[src/rtl/tile_pad_sequencer_pkg.sv]
// Shared constants and beat bundle for the multi-channel tile padder.
// Sizes here are fixed for every channel of the sequencer.
package tile_pad_sequencer_pkg;

  localparam int LANES           = 16;
  localparam int LANE_W          = 8;
  localparam int SZI             = 16;
  localparam int MIN_TILE_SIZE_N = 16;
  localparam int MAX_TILE_SIZE_M = 512;

  localparam int BEAT_W = LANES * LANE_W;
  localparam int TSZ_W  = $clog2(MAX_TILE_SIZE_M + 1);
  localparam int RD_W   = $clog2(MAX_TILE_SIZE_M);
  localparam int WIN_W  = $clog2(SZI);

  typedef struct packed {
    logic [BEAT_W-1:0] value;
    logic              valid;
    logic              new_tile;
  } beat_t;

  // Last read-count index: clamp(m, MIN, MAX) - 1 (zero maps to MIN).
  function automatic logic [RD_W-1:0] pad_last(
    input logic [TSZ_W-1:0] m
  );
    logic [TSZ_W-1:0] p;
    if (m > TSZ_W'(MAX_TILE_SIZE_M))
      p = TSZ_W'(MAX_TILE_SIZE_M);
    else if (m < TSZ_W'(MIN_TILE_SIZE_N))
      p = TSZ_W'(MIN_TILE_SIZE_N);
    else
      p = m;
    return RD_W'(p - TSZ_W'(1));
  endfunction

endpackage

[src/rtl/tile_pad_channel.sv]
// One channel: valid-window gate with pad/hold, plus tile-read counter.
// All outputs are registered one cycle after the staged beat.
module tile_pad_channel
  import tile_pad_sequencer_pkg::*;
#(
  parameter int EARLY = 3
) (
  input  logic             clk,
  input  logic             reset,
  input  beat_t            s,
  input  logic             start_rd,
  input  logic [TSZ_W-1:0] tile_size_m,
  input  logic             pad_mode,
  output beat_t            q,
  output logic             done,
  output logic             done_early,
  output logic             overrun
);

  typedef enum logic { W_IDLE, W_ACTIVE } win_st_t;
  typedef enum logic { R_IDLE, R_COUNT } rd_st_t;

  win_st_t           win_st;
  logic [WIN_W-1:0]  win_cnt;
  logic [BEAT_W-1:0] hold;
  logic              in_win;
  logic [WIN_W-1:0]  cur_cnt;

  rd_st_t            rd_st, rd_st_n;
  logic [RD_W-1:0]   rd_cnt, rd_cnt_n;
  logic [RD_W-1:0]   lim, lim_n;
  logic              ovr_set;

  // cur_cnt is the window index of the beat being presented now.
  always_comb begin
    in_win  = s.new_tile || (win_st == W_ACTIVE);
    cur_cnt = s.new_tile ? '0 : win_cnt;
  end

  always_comb begin
    rd_st_n  = rd_st;
    rd_cnt_n = rd_cnt;
    lim_n    = lim;
    ovr_set  = 1'b0;
    unique case (rd_st)
      R_IDLE: begin
        if (start_rd) begin
          rd_st_n  = R_COUNT;
          rd_cnt_n = '0;
          lim_n    = pad_last(tile_size_m);
        end
      end
      R_COUNT: begin
        if (rd_cnt == lim) begin
          if (start_rd) begin
            rd_cnt_n = '0;
            lim_n    = pad_last(tile_size_m);
          end else begin
            rd_st_n = R_IDLE;
          end
        end else begin
          rd_cnt_n = rd_cnt + RD_W'(1);
          ovr_set  = start_rd;
        end
      end
    endcase
  end

  always_ff @(posedge clk) begin
    if (reset) begin
      win_st     <= W_IDLE;
      win_cnt    <= '0;
      hold       <= '0;
      q          <= '0;
      rd_st      <= R_IDLE;
      rd_cnt     <= '0;
      lim        <= '0;
      done       <= 1'b0;
      done_early <= 1'b0;
      overrun    <= 1'b0;
    end else begin
      if (in_win) begin
        win_st  <= (cur_cnt == WIN_W'(SZI - 1)) ? W_IDLE : W_ACTIVE;
        win_cnt <= cur_cnt + WIN_W'(1);
        hold    <= s.value;
      end
      q.value    <= in_win ? s.value : (pad_mode ? hold : '0);
      q.valid    <= in_win & s.valid;
      q.new_tile <= s.new_tile;

      rd_st      <= rd_st_n;
      rd_cnt     <= rd_cnt_n;
      lim        <= lim_n;
      done       <= (rd_st_n == R_COUNT) && (rd_cnt_n == lim_n);
      done_early <= (rd_st_n == R_COUNT) &&
                    (rd_cnt_n == lim_n - RD_W'(EARLY));
      overrun    <= overrun | ovr_set;
    end
  end

endmodule

[src/rtl/tile_pad_sequencer.sv]
// Multi-channel tile padder: input staging and per-channel bus slicing.
// Each channel runs an independent tile_pad_channel.
module tile_pad_sequencer
  import tile_pad_sequencer_pkg::*;
#(
  parameter int NCH    = 2,
  parameter int EARLY  = 3,
  parameter int IN_LAT = 1
) (
  input  logic                  clk,
  input  logic                  reset,
  input  logic [NCH*BEAT_W-1:0] d_value,
  input  logic [NCH-1:0]        d_valid,
  input  logic [NCH-1:0]        d_new_tile,
  input  logic [NCH-1:0]        start_rd,
  input  logic [TSZ_W-1:0]      tile_size_m,
  input  logic                  pad_mode,
  output logic [NCH*BEAT_W-1:0] q_value,
  output logic [NCH-1:0]        q_valid,
  output logic [NCH-1:0]        q_new_tile,
  output logic [NCH-1:0]        done,
  output logic [NCH-1:0]        done_early,
  output logic [NCH-1:0]        overrun
);

  for (genvar ch = 0; ch < NCH; ch++) begin : g_ch
    beat_t d_beat;
    beat_t q_beat;
    beat_t stg [IN_LAT];

    assign d_beat.value    = d_value[ch*BEAT_W +: BEAT_W];
    assign d_beat.valid    = d_valid[ch];
    assign d_beat.new_tile = d_new_tile[ch];

    always_ff @(posedge clk) begin
      if (reset) begin
        for (int i = 0; i < IN_LAT; i++) stg[i] <= '0;
      end else begin
        stg[0] <= d_beat;
        for (int i = 1; i < IN_LAT; i++) stg[i] <= stg[i-1];
      end
    end

    tile_pad_channel #(
      .EARLY(EARLY)
    ) u_ch (
      .clk        (clk),
      .reset      (reset),
      .s          (stg[IN_LAT-1]),
      .start_rd   (start_rd[ch]),
      .tile_size_m(tile_size_m),
      .pad_mode   (pad_mode),
      .q          (q_beat),
      .done       (done[ch]),
      .done_early (done_early[ch]),
      .overrun    (overrun[ch])
    );

    assign q_value[ch*BEAT_W +: BEAT_W] = q_beat.value;
    assign q_valid[ch]    = q_beat.valid;
    assign q_new_tile[ch] = q_beat.new_tile;
  end

endmodule
[config.mk]
export PLATFORM = sky130hd
export DESIGN_NAME = tile_pad_sequencer
export DESIGN_NICKNAME = d
export VERILOG_FILES = /design/src/rtl/tile_pad_sequencer_pkg.sv /design/src/rtl/tile_pad_channel.sv /design/src/rtl/tile_pad_sequencer.sv
export SDC_FILE = /design/constraint.sdc
export NUM_CORES = 1
export LEC_CHECK = 0
export CELL_PAD_IN_SITES_DETAIL_PLACEMENT = 0
export CELL_PAD_IN_SITES_GLOBAL_PLACEMENT = 1
export CORE_ASPECT_RATIO = 1.4
export CORE_MARGIN = 4
export CORE_UTILIZATION = 39
export DETAILED_ROUTE_END_ITERATION = 10
export PLACE_DENSITY = 0.9
export SLEW_MARGIN = 20
export SYNTH_ARGS = -nofsm -noshare
export SYNTH_HDL_FRONTEND = slang
export SYNTH_SLANG_ARGS = --single-unit
[constraint.sdc]
create_clock -name clk -period 6 [get_ports clk]
set_input_delay 1.2 -clock clk [delete_from_list [all_inputs] [get_ports clk]]
set_output_delay 1.2 -clock clk [all_outputs]
set_load 0.05 [all_outputs]
==> metrics list <==
- Worst-path fanout max: 7
- For the worst setup path, the data arrival time is 5430 ps.
* Routed len/inst: 16.3 um
- During synthesis, Yosys emitted a total of 0 warnings.
* Number of inserted filler cells in the final layout: 6272
- Post-synthesis instance area: 27500 um2
* Cells taking the most area after synthesis: dfxtp_1 (60%), nor2b_1 (12%), a21oi_1 (9.9%)
- Syn Area/Cell: 9.34 um2
- Post-synthesis cell type count: 61
- The smallest clock period supported by the final layout is computed as 4930 ps.
- For this design, the CTS-stage hold fixing added 0 buffers.
- IR analysis of the VDD net gives a maximum drop of 0.257 mV.
* Total track usage: 0.181
* Net count after synthesis: 3223
- Worst r2r src: g_ch[0].u_ch.lim[4]
* Worst flop-to-flop path endpoint: g_ch[0].u_ch.done_early
- In the routed design, unresolved DRC markers number 0.
* Most frequently used cell type in the post-synthesis netlist: dfxtp_1
- Summed over all cells, the static leakage comes to 13.6 nW.
- RSZ-0062 raised after global routing: false
* Buffer depth of the longest clock path: 3
* Count of flip-flops with a built-in enable after synthesis: 0
- Between clock sinks in the finished design, the worst skew comes to 22.2 ps.
* Initial antenna violation count: 18
- Setup slack closes at 1070 ps.
- Highest achievable clock rate: 203 MHz
- Post-route ant nets: 0
* Class of the worst hold path: reg -> reg
- Buffer type at the clock tree root: clkbuf_16
* Boundary Pins: 541
* Seq. cell area: 16600 um2
* Fraction of layout cells with a size suffix above 1: 0.0496
- Of the available clock period, the critical path in the final layout requires 0.822.
- In the synthesized netlist the async set-or-reset flop fraction comes to 0.
- Flop and latch count out of synthesis: 830
- Hold slack: 453 ps
* Row count: 114
- Required time worst endpoint: 6500 ps
- The floorplan step defined a core boundary enclosing 69500 um2.
- In the final design database the tool counted 3664 nets.
- The via count of the first global-routing pass was 19.8k.
* Cell area power density: 347 nW/um2
* Path depth of the worst reg2reg path: 12
* Starting utilization of the core area: 0.396
- Post_cts resized: 0
* Worst slew margin relative to its limit: 0.311
- Clock tree synthesis found a total of 830 sinks.
* Termination of the worst setup path: g_ch[1].u_ch.done_early
* Most common library cells after synthesis: dfxtp_1 (830), a21oi_1 (545), nand2_1 (542)
* First-pass GRT wire length: 109 mm
- Final instance count without filler cells: 4383
* TritonCTS buffer count: 81
* Number of setup violations in the final report: 0
* Number of DRC markers after the initial detailed-route iteration: 1152
- Clock latency on the worst-skew pair: 620 ps
- Clock-pin transition on the worst setup and hold timing paths: 60 ps
* Sequential element share of the synthesized area: 0.605
- The clock tree synthesis step divided the H-tree into 3 levels.
- Routability-driven placement finished with a final weighted congestion of 0.816.
* Final setup TNS: 0 ps
- Die height: 322 um
- Worst Setup End Kind: register
- The floorplan step defined a die boundary enclosing 74800 um2.
* Most instantiated flip-flop cell in the synthesis netlist: dfxtp_1
* Setup Crit Path Kind: in -> reg
- During placement, the flow inserted port buffers numbering 540.
- Before antenna repair, the detailed router went through 5 iterations.
* Outcome: finished, final reports clean
* Multi-input logic area: 10100 um2
* Number of setup buffers added after CTS: 0
* Placed cell count: 4227
- Counting instances, the worst hold path has a depth of 2.
* Synth Instances: 2941
- Vias: 20.8k
- Overall Power: 12.6 mW
- Final Hold Vio Count: 0
* Clock tree from TritonCTS: built
- Summed over all nets, the half-perimeter wirelength after detailed placement is 46.3 mm.
- Using the TritonRoute via totals, the vias-per-cell ratio works out to 4.74.
- At the pin with the least slew margin, the transition time is 1030 ps.
* Count of final max-slew check failures: 0
- Compared with the post-synthesis result, the final layout area differs by 32.6%.
- Across all register-to-register paths, the minimum setup slack is 2160 ps.
- Total wire length after detailed routing: 71.5 mm
- From left edge to right edge, the die measures 232 um.
* Remaining Overflow, GRT: 0
* Setup crit start kind: input pin
- Cell type with the largest total area after synthesis: dfxtp_1
- Maximum Capacitance Violations: 0
- Entering global routing, the biggest net connects 209 pins.
- Launching instance or port of the critical path: tile_size_m[5]
- Worst slack, placed: 467 ps
* Share of Yosys cell area claimed by the top area cell type: 0.605
## critical path: stages
cell	delay [ps]
clkdlybuf4s50_1	510
or4_1	660
o211a_1	360
inv_1	120
ha_1	240
or3b_2	460
a22oi_1	160
o22ai_1	240
or4_1	610
and3_1	210
or3b_1	350
a31oi_1	250
a2111oi_2	60
## flip-flops by register name, summed over array words and instances, names as in the netlist
register / flops
g_ch.stg: 260
g_ch.u_ch.done: 2
g_ch.u_ch.done_early: 2
g_ch.u_ch.hold: 256
g_ch.u_ch.lim: 18
g_ch.u_ch.overrun: 2
g_ch.u_ch.q: 260
g_ch.u_ch.rd_cnt: 18
g_ch.u_ch.rd_st: 2
g_ch.u_ch.win_cnt: 8
g_ch.u_ch.win_st: 2
## logic make-up (layout without fill, tap and decap cells)
logic type / after synthesis / after routing / synth area share
adders and majority gates: 7 / 7 / 0.00319
DFF: 830 / 830 / 0.605
xor gates and xnor gates: 49 / 49 / 0.0156
other: 0 / 7 / 0
muxes: 18 / 18 / 0.00669
buffers and inverters: 207 / 714 / 0.0295
AOI/OAI and AO/OA: 607 / 607 / 0.116
and+or+nand+nor: 1223 / 1223 / 0.224
## worst min path at each step
stage	slack (ps)	to	from
CTS	450	g_ch[1].u_ch.hold[16]	g_ch[1].u_ch.hold[16]
floorplan	430	g_ch[0].u_ch.hold[0]	g_ch[0].u_ch.hold[0]
global placement	440	g_ch[1].u_ch.hold[30]	g_ch[1].u_ch.hold[30]
global route	470	g_ch[0].u_ch.hold[72]	g_ch[0].u_ch.hold[72]
detailed placement	440	g_ch[0].u_ch.hold[104]	g_ch[0].u_ch.hold[104]
finish	450	g_ch[0].u_ch.hold[2]	g_ch[0].u_ch.hold[2]
## power by group
group / internal (mW) / switching (mW)
sequential: 5.76 / 0.111
combinational: 0.530 / 0.786
clock: 3.29 / 2.17
## final cells by class
class                   instances  share of cell area
multi-input cells            1904               0.277
flip-flops and latches        830               0.456
inverters                      10             0.00103
clock buffers                 111              0.0654
well taps                     928              0.0319
clock inverters                38              0.0148
repair buffers                555               0.154
diodes                          7            0.000481
## per-stage QoR
step,instance area (um2),utilization
3_3_place_gp,33500,0.482
2_1_floorplan,27500,-
5_1_grt,36400,0.524
6_report,36400,0.525
4_1_cts,36400,0.524
3_5_place_dp,33500,0.482
## per-layer routing
metal  wire (um)  global-route usage  vias up
met5         158                   0        -
met4        1900              0.0606       22
met3        7190              0.0755      129
met2       33900               0.305      611
met1       28300               0.209     9559
li1            -                   -    10400
## cell usage in the layout, fill, tap and decap left out, drive strengths merged, types with 8 or more instances in the layout
| cell | n |
|---|---|
| a21oi | 545 |
| clkdlybuf4s50 | 538 |
| clkbuf | 111 |
| and3 | 9 |
| mux2i | 15 |
| xor2 | 18 |
| nor2 | 65 |
| clkinv | 16 |
| o21ai | 13 |
| nor2b | 536 |
| xnor2 | 31 |
| bufinv | 11 |
| dfxtp | 830 |
| nand2 | 542 |
| buf | 17 |
| inv | 18 |
| nor3 | 8 |
| nand3 | 14 |
No activity file was read; power rests on OpenSTA's default activity.
